## src/rtl/alu_cap_pkg.sv

```systemverilog
// Shared constants for the ALU result capture FIFO.
// Entry layout is {state[1:0], op[2:0], result[7:0]}.
package alu_cap_pkg;

   localparam int ENTRY_W   = 13;
   localparam int DEF_DEPTH = 4;

   localparam logic [2:0] OP_SEL6 = 3'd0;
   localparam logic [2:0] OP_SEL5 = 3'd1;
   localparam logic [2:0] OP_SEL4 = 3'd2;
   localparam logic [2:0] OP_SEL3 = 3'd3;
   localparam logic [2:0] OP_SEL2 = 3'd4;
   localparam logic [2:0] OP_SEL1 = 3'd5;
   localparam logic [2:0] OP_SEL0 = 3'd6;

endpackage

```

## src/rtl/alu_result_capture_if.sv

```systemverilog
// Capture and read-side bus of the ALU result capture FIFO.
// master = ALU/reader side, slave = FIFO.
interface alu_result_capture_if;

   logic        on;
   logic        cap_valid;
   logic [6:0]  out_sel;
   logic [7:0]  result;
   logic [1:0]  curr_state;
   logic        cap_ready;
   logic        rd_en;
   logic [12:0] rd_data;
   logic        rd_empty;

   modport master (
      output on, cap_valid, out_sel, result, curr_state, rd_en,
      input  cap_ready, rd_data, rd_empty
   );

   modport slave (
      input  on, cap_valid, out_sel, result, curr_state, rd_en,
      output cap_ready, rd_data, rd_empty
   );

endinterface

```

## src/rtl/onehot7_enc.sv

```systemverilog
// One-hot select encoder with legality check.
// bit6 maps to op 0, bit0 maps to op 6.
module onehot7_enc
   import alu_cap_pkg::*;
(
   input  logic [6:0] out_sel,
   output logic [2:0] op,
   output logic       legal
);

   always_comb begin
      op = OP_SEL6;
      case (1'b1)
         out_sel[6]: op = OP_SEL6;
         out_sel[5]: op = OP_SEL5;
         out_sel[4]: op = OP_SEL4;
         out_sel[3]: op = OP_SEL3;
         out_sel[2]: op = OP_SEL2;
         out_sel[1]: op = OP_SEL1;
         out_sel[0]: op = OP_SEL0;
         default:    op = OP_SEL6;
      endcase
   end

   assign legal = (out_sel != 7'd0) &&
                  ((out_sel & (out_sel - 7'd1)) == 7'd0);

endmodule

```

## src/rtl/alu_result_capture.sv

```systemverilog
// First-word fall-through capture FIFO for ALU results.
// Optional state tag storage: define ALU_CAP_STATE_TAG_EN.
module alu_result_capture
   import alu_cap_pkg::*;
#(
   parameter int DEPTH = DEF_DEPTH
) (
   input  logic                 clk,
   input  logic                 rst,
   alu_result_capture_if.slave  bus,
   output logic [4:0]           count,
   output logic                 overflow,
   output logic [7:0]           sel_err_cnt
);

   localparam int AW = $clog2(DEPTH);
   localparam logic [4:0] FULL_CNT = 5'(DEPTH);
`ifdef ALU_CAP_STATE_TAG_EN
   localparam int SW = ENTRY_W;
`else
   localparam int SW = ENTRY_W - 2;
`endif

   logic [SW-1:0] mem [DEPTH];
   logic [AW-1:0] wptr;
   logic [AW-1:0] rptr;
   logic [2:0]    op;
   logic          legal;
   logic          cap;
   logic          full;
   logic          empty;
   logic          pop;
   logic          push;
   logic [SW-1:0] wdata;
   logic [SW-1:0] head;

   onehot7_enc u_enc (
      .out_sel (bus.out_sel),
      .op      (op),
      .legal   (legal)
   );

   assign cap   = bus.on & bus.cap_valid;
   assign full  = (count == FULL_CNT);
   assign empty = (count == 5'd0);
   assign pop   = bus.rd_en & ~empty;
   // a pop in the same cycle frees the slot, so full does not block
   assign push  = cap & legal & (~full | pop);
   assign head  = mem[rptr];

`ifdef ALU_CAP_STATE_TAG_EN
   assign wdata       = {bus.curr_state, op, bus.result};
   assign bus.rd_data = empty ? 13'd0 : head;
`else
   logic unused_state;
   assign unused_state = ^bus.curr_state;
   assign wdata        = {op, bus.result};
   assign bus.rd_data  = empty ? 13'd0 : {2'b00, head};
`endif

   assign bus.rd_empty  = empty;
   assign bus.cap_ready = ~full;

   always_ff @(posedge clk) begin
      if (push) mem[wptr] <= wdata;
   end

   always_ff @(posedge clk or negedge rst) begin
      if (!rst) begin
         wptr        <= '0;
         rptr        <= '0;
         count       <= 5'd0;
         overflow    <= 1'b0;
         sel_err_cnt <= 8'd0;
      end else begin
         if (push) wptr <= wptr + 1'b1;
         if (pop)  rptr <= rptr + 1'b1;
         if (push && !pop)      count <= count + 5'd1;
         else if (pop && !push) count <= count - 5'd1;
         if (cap && legal && full && !pop) overflow <= 1'b1;
         if (cap && !legal && sel_err_cnt != 8'hFF)
            sel_err_cnt <= sel_err_cnt + 8'd1;
      end
   end

endmodule

```

## src/flat_wrapper.sv

```systemverilog
// flat-port wrapper written by rule: the top's interface ports become plain ports
module alu_result_capture_flat import alu_cap_pkg::*;
#(
   parameter int DEPTH = DEF_DEPTH
)
  (clk, rst, count, overflow, sel_err_cnt, bus_on, bus_cap_valid, bus_out_sel, bus_result, bus_curr_state, bus_rd_en, bus_cap_ready, bus_rd_data, bus_rd_empty);
  alu_result_capture_if bus_i ();
  input  logic clk;
  input  logic rst;
  output logic [4:0] count;
  output logic overflow;
  output logic [7:0] sel_err_cnt;
  input wire logic [$bits(bus_i.on)-1:0] bus_on;
  input wire logic [$bits(bus_i.cap_valid)-1:0] bus_cap_valid;
  input wire logic [$bits(bus_i.out_sel)-1:0] bus_out_sel;
  input wire logic [$bits(bus_i.result)-1:0] bus_result;
  input wire logic [$bits(bus_i.curr_state)-1:0] bus_curr_state;
  input wire logic [$bits(bus_i.rd_en)-1:0] bus_rd_en;
  output wire logic [$bits(bus_i.cap_ready)-1:0] bus_cap_ready;
  output wire logic [$bits(bus_i.rd_data)-1:0] bus_rd_data;
  output wire logic [$bits(bus_i.rd_empty)-1:0] bus_rd_empty;
  assign bus_i.on = bus_on;
  assign bus_i.cap_valid = bus_cap_valid;
  assign bus_i.out_sel = bus_out_sel;
  assign bus_i.result = bus_result;
  assign bus_i.curr_state = bus_curr_state;
  assign bus_i.rd_en = bus_rd_en;
  assign bus_cap_ready = bus_i.cap_ready;
  assign bus_rd_data = bus_i.rd_data;
  assign bus_rd_empty = bus_i.rd_empty;
  alu_result_capture #(.DEPTH(DEPTH)) u_core (.clk(clk), .rst(rst), .bus(bus_i), .count(count), .overflow(overflow), .sel_err_cnt(sel_err_cnt));
endmodule
```

## config.mk

```make
export PLATFORM = sky130hd
export DESIGN_NAME = alu_result_capture_flat
export DESIGN_NICKNAME = d
export VERILOG_FILES = /design/src/rtl/alu_cap_pkg.sv /design/src/rtl/alu_result_capture_if.sv /design/src/rtl/onehot7_enc.sv /design/src/rtl/alu_result_capture.sv /design/src/flat_wrapper.sv
export SDC_FILE = /design/constraint.sdc
export NUM_CORES = 1
export LEC_CHECK = 0
export BUFFER_PORTS_ARGS = -buffer_cell sky130_fd_sc_hd__buf_2
export CAP_MARGIN = 20
export CORE_UTILIZATION = 55
export CTS_BUF_LIST = sky130_fd_sc_hd__clkbuf_8 sky130_fd_sc_hd__clkbuf_16
export DETAILED_ROUTE_END_ITERATION = 6
export MAX_ROUTING_LAYER = met4
export PLACE_DENSITY = 0.79
export SYNTH_ARGS = -nofsm -noshare
export SYNTH_HDL_FRONTEND = slang
export SYNTH_SLANG_ARGS = --single-unit
```

## constraint.sdc

```tcl
create_clock -name clk -period 3.1 [get_ports clk]
set_input_delay 0.465 -clock clk [delete_from_list [all_inputs] [get_ports clk]]
set_output_delay 0.465 -clock clk [all_outputs]
set_load 0.02 [all_outputs]
```

==> run_summary.xml <==
<?xml version="1.0" encoding="UTF-8"?>
<metrics>
  <group name="logic_synthesis">
    <metric name="netlist_instances" unit="">188</metric>
    <metric name="synth_edf_count" unit="">44</metric>
    <metric name="synth-seq-area-share" unit="%">62.6</metric>
    <metric name="synth_top_area_share" unit="%">46.7</metric>
    <metric name="yosys.area_share.xor_xnor" unit="%">4.33</metric>
    <metric name="syn_area" unit="mm^2">0.00283</metric>
    <metric name="yosys_register_bits" unit="">62</metric>
    <metric name="post_synth_mux_area_share" unit="%">10.0</metric>
    <metric name="synth.yosys.warnings" unit="">0</metric>
    <metric name="combinational_family_with_the_most_area_after_synthesis" unit="">multiplexers</metric>
    <metric name="post_synth_most_frequent_cells" unit="">edfxtp_1, dfrtp_1, inv_1, nor2b_1, mux4_2</metric>
    <metric name="post_synth_fa_ha_maj_area_fraction" unit="%">4.68</metric>
    <metric name="ys_async_sr_fraction" unit="%">29.0</metric>
    <metric name="leading_post_synthesis_cells_by_cell_area" unit="">edfxtp_1, dfrtp_1, mux4_2, ha_1, nor2b_1</metric>
    <metric name="synth_simple_gate_area_share" unit="%">9.99</metric>
    <metric name="synth-compound-area-share" unit="%">5.57</metric>
    <metric name="syn_avg_cell_area" unit="um^2">15.1</metric>
    <metric name="netlist-cell-type-count" unit="">38</metric>
    <metric name="synthMostInstantiatedCell" unit="">edfxtp_1</metric>
    <metric name="yosys_most_used_dff" unit="">edfxtp_1</metric>
    <metric name="synthDominantAreaCellType" unit="">edfxtp_1</metric>
  </group>
  <group name="cells_and_area">
    <metric name="design.final.nets" unit="">278</metric>
    <metric name="antenna-diode-count" unit="">0</metric>
    <metric name="finalNonFillerCells" unit="">317</metric>
    <metric name="fraction_of_final_layout_cells_sized_beyond_drive_strength_1" unit="%">35.2</metric>
    <metric name="final_area" unit="mm^2">0.00337</metric>
    <metric name="flow.area_growth_from_synthesis" unit="%">18.9</metric>
  </group>
  <group name="critical_path">
    <metric name="cp_data_required_time" unit="ns">3.36</metric>
    <metric name="timing_worst_setup_path_type" unit="">register to register</metric>
    <metric name="reg2reg_setup_slack" unit="ns">0.34</metric>
    <metric name="worstSetupEndpointType" unit="">register</metric>
    <metric name="arrival" unit="ns">3.02</metric>
    <metric name="rr_worst_depth" unit="">11</metric>
    <metric name="rr_startpoint" unit="">u_core.count[1]$_DFFE_PN0P_</metric>
    <metric name="timing.critical_path.fanout_max" unit="">5</metric>
    <metric name="critical_path.reg2reg.endpoint" unit="">u_core.count[4]$_DFFE_PN0P_</metric>
    <metric name="setup.worst_path.start_class" unit="">register</metric>
  </group>
  <group name="sta">
    <metric name="maxSlewHeadroom" unit="%">63.7</metric>
    <metric name="timing.final.crit_share" unit="%">89.2</metric>
    <metric name="grt_setup_unrepaired" unit="">false</metric>
    <metric name="worst-slew-pin-transition" unit="ns">0.545</metric>
    <metric name="layout_min_cycle_time" unit="ns">2.76</metric>
    <metric name="timing_hold_violations_final" unit="">0</metric>
    <metric name="timing.clock.skew" unit="ns">0.00552</metric>
    <metric name="achievable-frequency" unit="GHz">0.362</metric>
    <metric name="setup_violations" unit="">0</metric>
    <metric name="fin_setup_tns" unit="ns">0</metric>
    <metric name="drv_slew" unit="">0</metric>
  </group>
  <group name="floorplan">
    <metric name="num_io_pins" unit="">51</metric>
    <metric name="num_rows" unit="">25</metric>
    <metric name="die_width" unit="um">73.8</metric>
    <metric name="effective_utilization_at_floorplan" unit="%">58.4</metric>
    <metric name="die_h" unit="um">73.8</metric>
    <metric name="die_area" unit="mm^2">0.00544</metric>
    <metric name="core-area" unit="mm^2">0.00485</metric>
  </group>
  <group name="routing">
    <metric name="drt_wl_total" unit="mm">4.94</metric>
    <metric name="vias_per_inst" unit="">5.31</metric>
    <metric name="detail_route.iter0.violations" unit="">58</metric>
    <metric name="ant_nets" unit="">0</metric>
    <metric name="route.vias.total" unit="">1683</metric>
    <metric name="remaining_drc_errors" unit="">0</metric>
    <metric name="first_drt_pass_iteration_count" unit="">4</metric>
    <metric name="wire_per_inst" unit="um">15.6</metric>
  </group>
  <group name="place">
    <metric name="place.detailed.instances" unit="">302</metric>
    <metric name="port-buffer-count" unit="">46</metric>
    <metric name="placed_area" unit="mm^2">0.00316</metric>
    <metric name="dp_hpwl" unit="mm">3.27</metric>
    <metric name="globalplace.congestion" unit="">0.750</metric>
  </group>
  <group name="grt">
    <metric name="antenna_found_initial" unit="">0</metric>
    <metric name="grt_pass1_vias" unit="">1642</metric>
    <metric name="maximum_number_of_pins_on_one_net_before_global_route_repair" unit="">19</metric>
    <metric name="global_route.usage.total" unit="%">21.0</metric>
    <metric name="grt-ovfl-total" unit="">0</metric>
    <metric name="grt_pass1_wl" unit="mm">7.84</metric>
  </group>
  <group name="flow_run">
    <metric name="max_cap_viol_count" unit="">0</metric>
  </group>
  <group name="power">
    <metric name="power_density" unit="mW/mm^2">869</metric>
    <metric name="vdd_drop_max" unit="V">0.000517</metric>
    <metric name="power.share.clock" unit="%">25.3</metric>
    <metric name="power.switching" unit="mW">1.02</metric>
    <metric name="comb_power_share" unit="%">34.9</metric>
    <metric name="p_int" unit="mW">1.91</metric>
    <metric name="sw_frac_of_total" unit="%">34.8</metric>
    <metric name="leakage" unit="nW">1.38</metric>
    <metric name="pwr-share-seq" unit="%">39.8</metric>
  </group>
  <group name="cts">
    <metric name="clock_sink_count" unit="">62</metric>
    <metric name="htree_num_levels" unit="">3</metric>
    <metric name="postCtsSetupRepairBufs" unit="">0</metric>
    <metric name="cts.reportedPaths.clkPinSlew" unit="ns">0.07</metric>
    <metric name="cts.root.buffer_cell" unit="">clkbuf_8</metric>
    <metric name="cts_tree" unit="">built</metric>
    <metric name="insertion_delay" unit="ns">0.33</metric>
    <metric name="ctsLongestPathBuffers" unit="">2</metric>
    <metric name="hold_fix_buffer_count_after_cts" unit="">0</metric>
    <metric name="cts-resized-gates" unit="">0</metric>
    <metric name="num_cts_buffers" unit="">9</metric>
  </group>
  <group name="status">
    <metric name="run_status" unit="">finished, final reports clean</metric>
  </group>
  <group name="worst_hold_path">
    <metric name="worst_hold_path_type" unit="">primary input to async pin</metric>
  </group>
</metrics>
[worst max path at each step]
stage	from	to	slack (ns)	depth (start not counted)
2_1_floorplan	bus_out_sel[3]	u_core.count[4]$_DFFE_PN0P_	0.14	11
3_3_place_gp	bus_out_sel[3]	u_core.count[4]$_DFFE_PN0P_	0.14	12
3_5_place_dp	bus_out_sel[3]	u_core.count[4]$_DFFE_PN0P_	0.1	12
4_1_cts	u_core.count[1]$_DFFE_PN0P_	u_core.count[4]$_DFFE_PN0P_	0.33	11
5_1_grt	u_core.count[0]$_DFFE_PN0P_	u_core.count[4]$_DFFE_PN0P_	0.09	11
6_report	u_core.count[1]$_DFFE_PN0P_	u_core.count[4]$_DFFE_PN0P_	0.34	11
[critical path, stage by stage (launching register included)]
cell     delay [ns]
dfrtp_1        0.43
nor4_1         0.43
nand2_1        0.23
o21ai_4        0.19
nor3b_4        0.06
ha_1           0.21
inv_1          0.12
ha_1           0.28
a21o_1         0.19
a21oi_1        0.18
mux2i_1        0.24
xnor2_1        0.13
[placed cells by master (no fill, tap or decap), drive strengths merged, types with 8 or more instances in the layout]
master / synthesis / routed
dfrtp: 18 / 18
nand2: 8 / 8
buf: 4 / 52
edfxtp: 44 / 44
ha: 9 / 9
mux4: 11 / 11
nor2b: 12 / 12
xor2: 8 / 8
inv: 12 / 13
clkbuf: 2 / 9
nor2: 9 / 9
[metal layers]
layer / track usage [%] / routed length [um] / vias to the layer above
li1: - / - / 811
met1: 26.8 / 2280 / 831
met2: 31.2 / 2430 / 33
met3: 3.98 / 124 / 8
met4: 13.2 / 105 / 0
met5: - / 0 / -
[per-stage QoR]
step                      hold slack (ns)  power, mW  setup WS, ns  utilization (%)
final                              0.0590       2.92         0.335             69.4
after floorplan                     0.169       1.89         0.142                -
after CTS                          0.0652       2.94         0.333             69.4
after global routing               0.0888       3.09        0.0940             69.4
after detailed placement            0.424       2.20        0.0981             65.2
after global placement              0.417       2.17         0.136             65.2
[kinds of logic (layout without fill, tap and decap cells)]
| group | count (synthesis) | after routing |
|---|---|---|
| xor+xnor | 14 | 14 |
| fa+ha+maj | 10 | 10 |
| buf+inv | 18 | 79 |
| mux | 14 | 14 |
| compound gates | 22 | 22 |
| other cells | 1 | 2 |
| simple gates | 47 | 47 |
| flops | 62 | 62 |
[flip-flops by register name (all words and copies together), names as in the netlist]
register            flops
u_core.mem             44
u_core.sel_err_cnt      8
u_core.count            5
u_core.rptr             2
u_core.wptr             2
u_core.overflow         1
[area by class of cell]
class / instances / area, um^2
Clock buffer: 9 / 124
Clock inverter: 6 / 78.8
Fill cell: 323 / 1480
Inverter: 12 / 45.0
Multi-Input combinational cell: 109 / 987
Sequential cell: 62 / 1770
Tap cell: 67 / 83.8
Timing Repair Buffer: 52 / 275
[power groups by stage]
stage          Combinational [mW]  Clock, mW  Sequential, mW
6_report                     1.02      0.740            1.16
5_1_grt                      1.13      0.776            1.19
4_1_cts                      1.03      0.745            1.16
3_5_place_dp                 1.02          0            1.18
3_3_place_gp                0.994          0            1.18
2_1_floorplan               0.672          0            1.21
No activity file was read; power rests on OpenSTA's default activity.
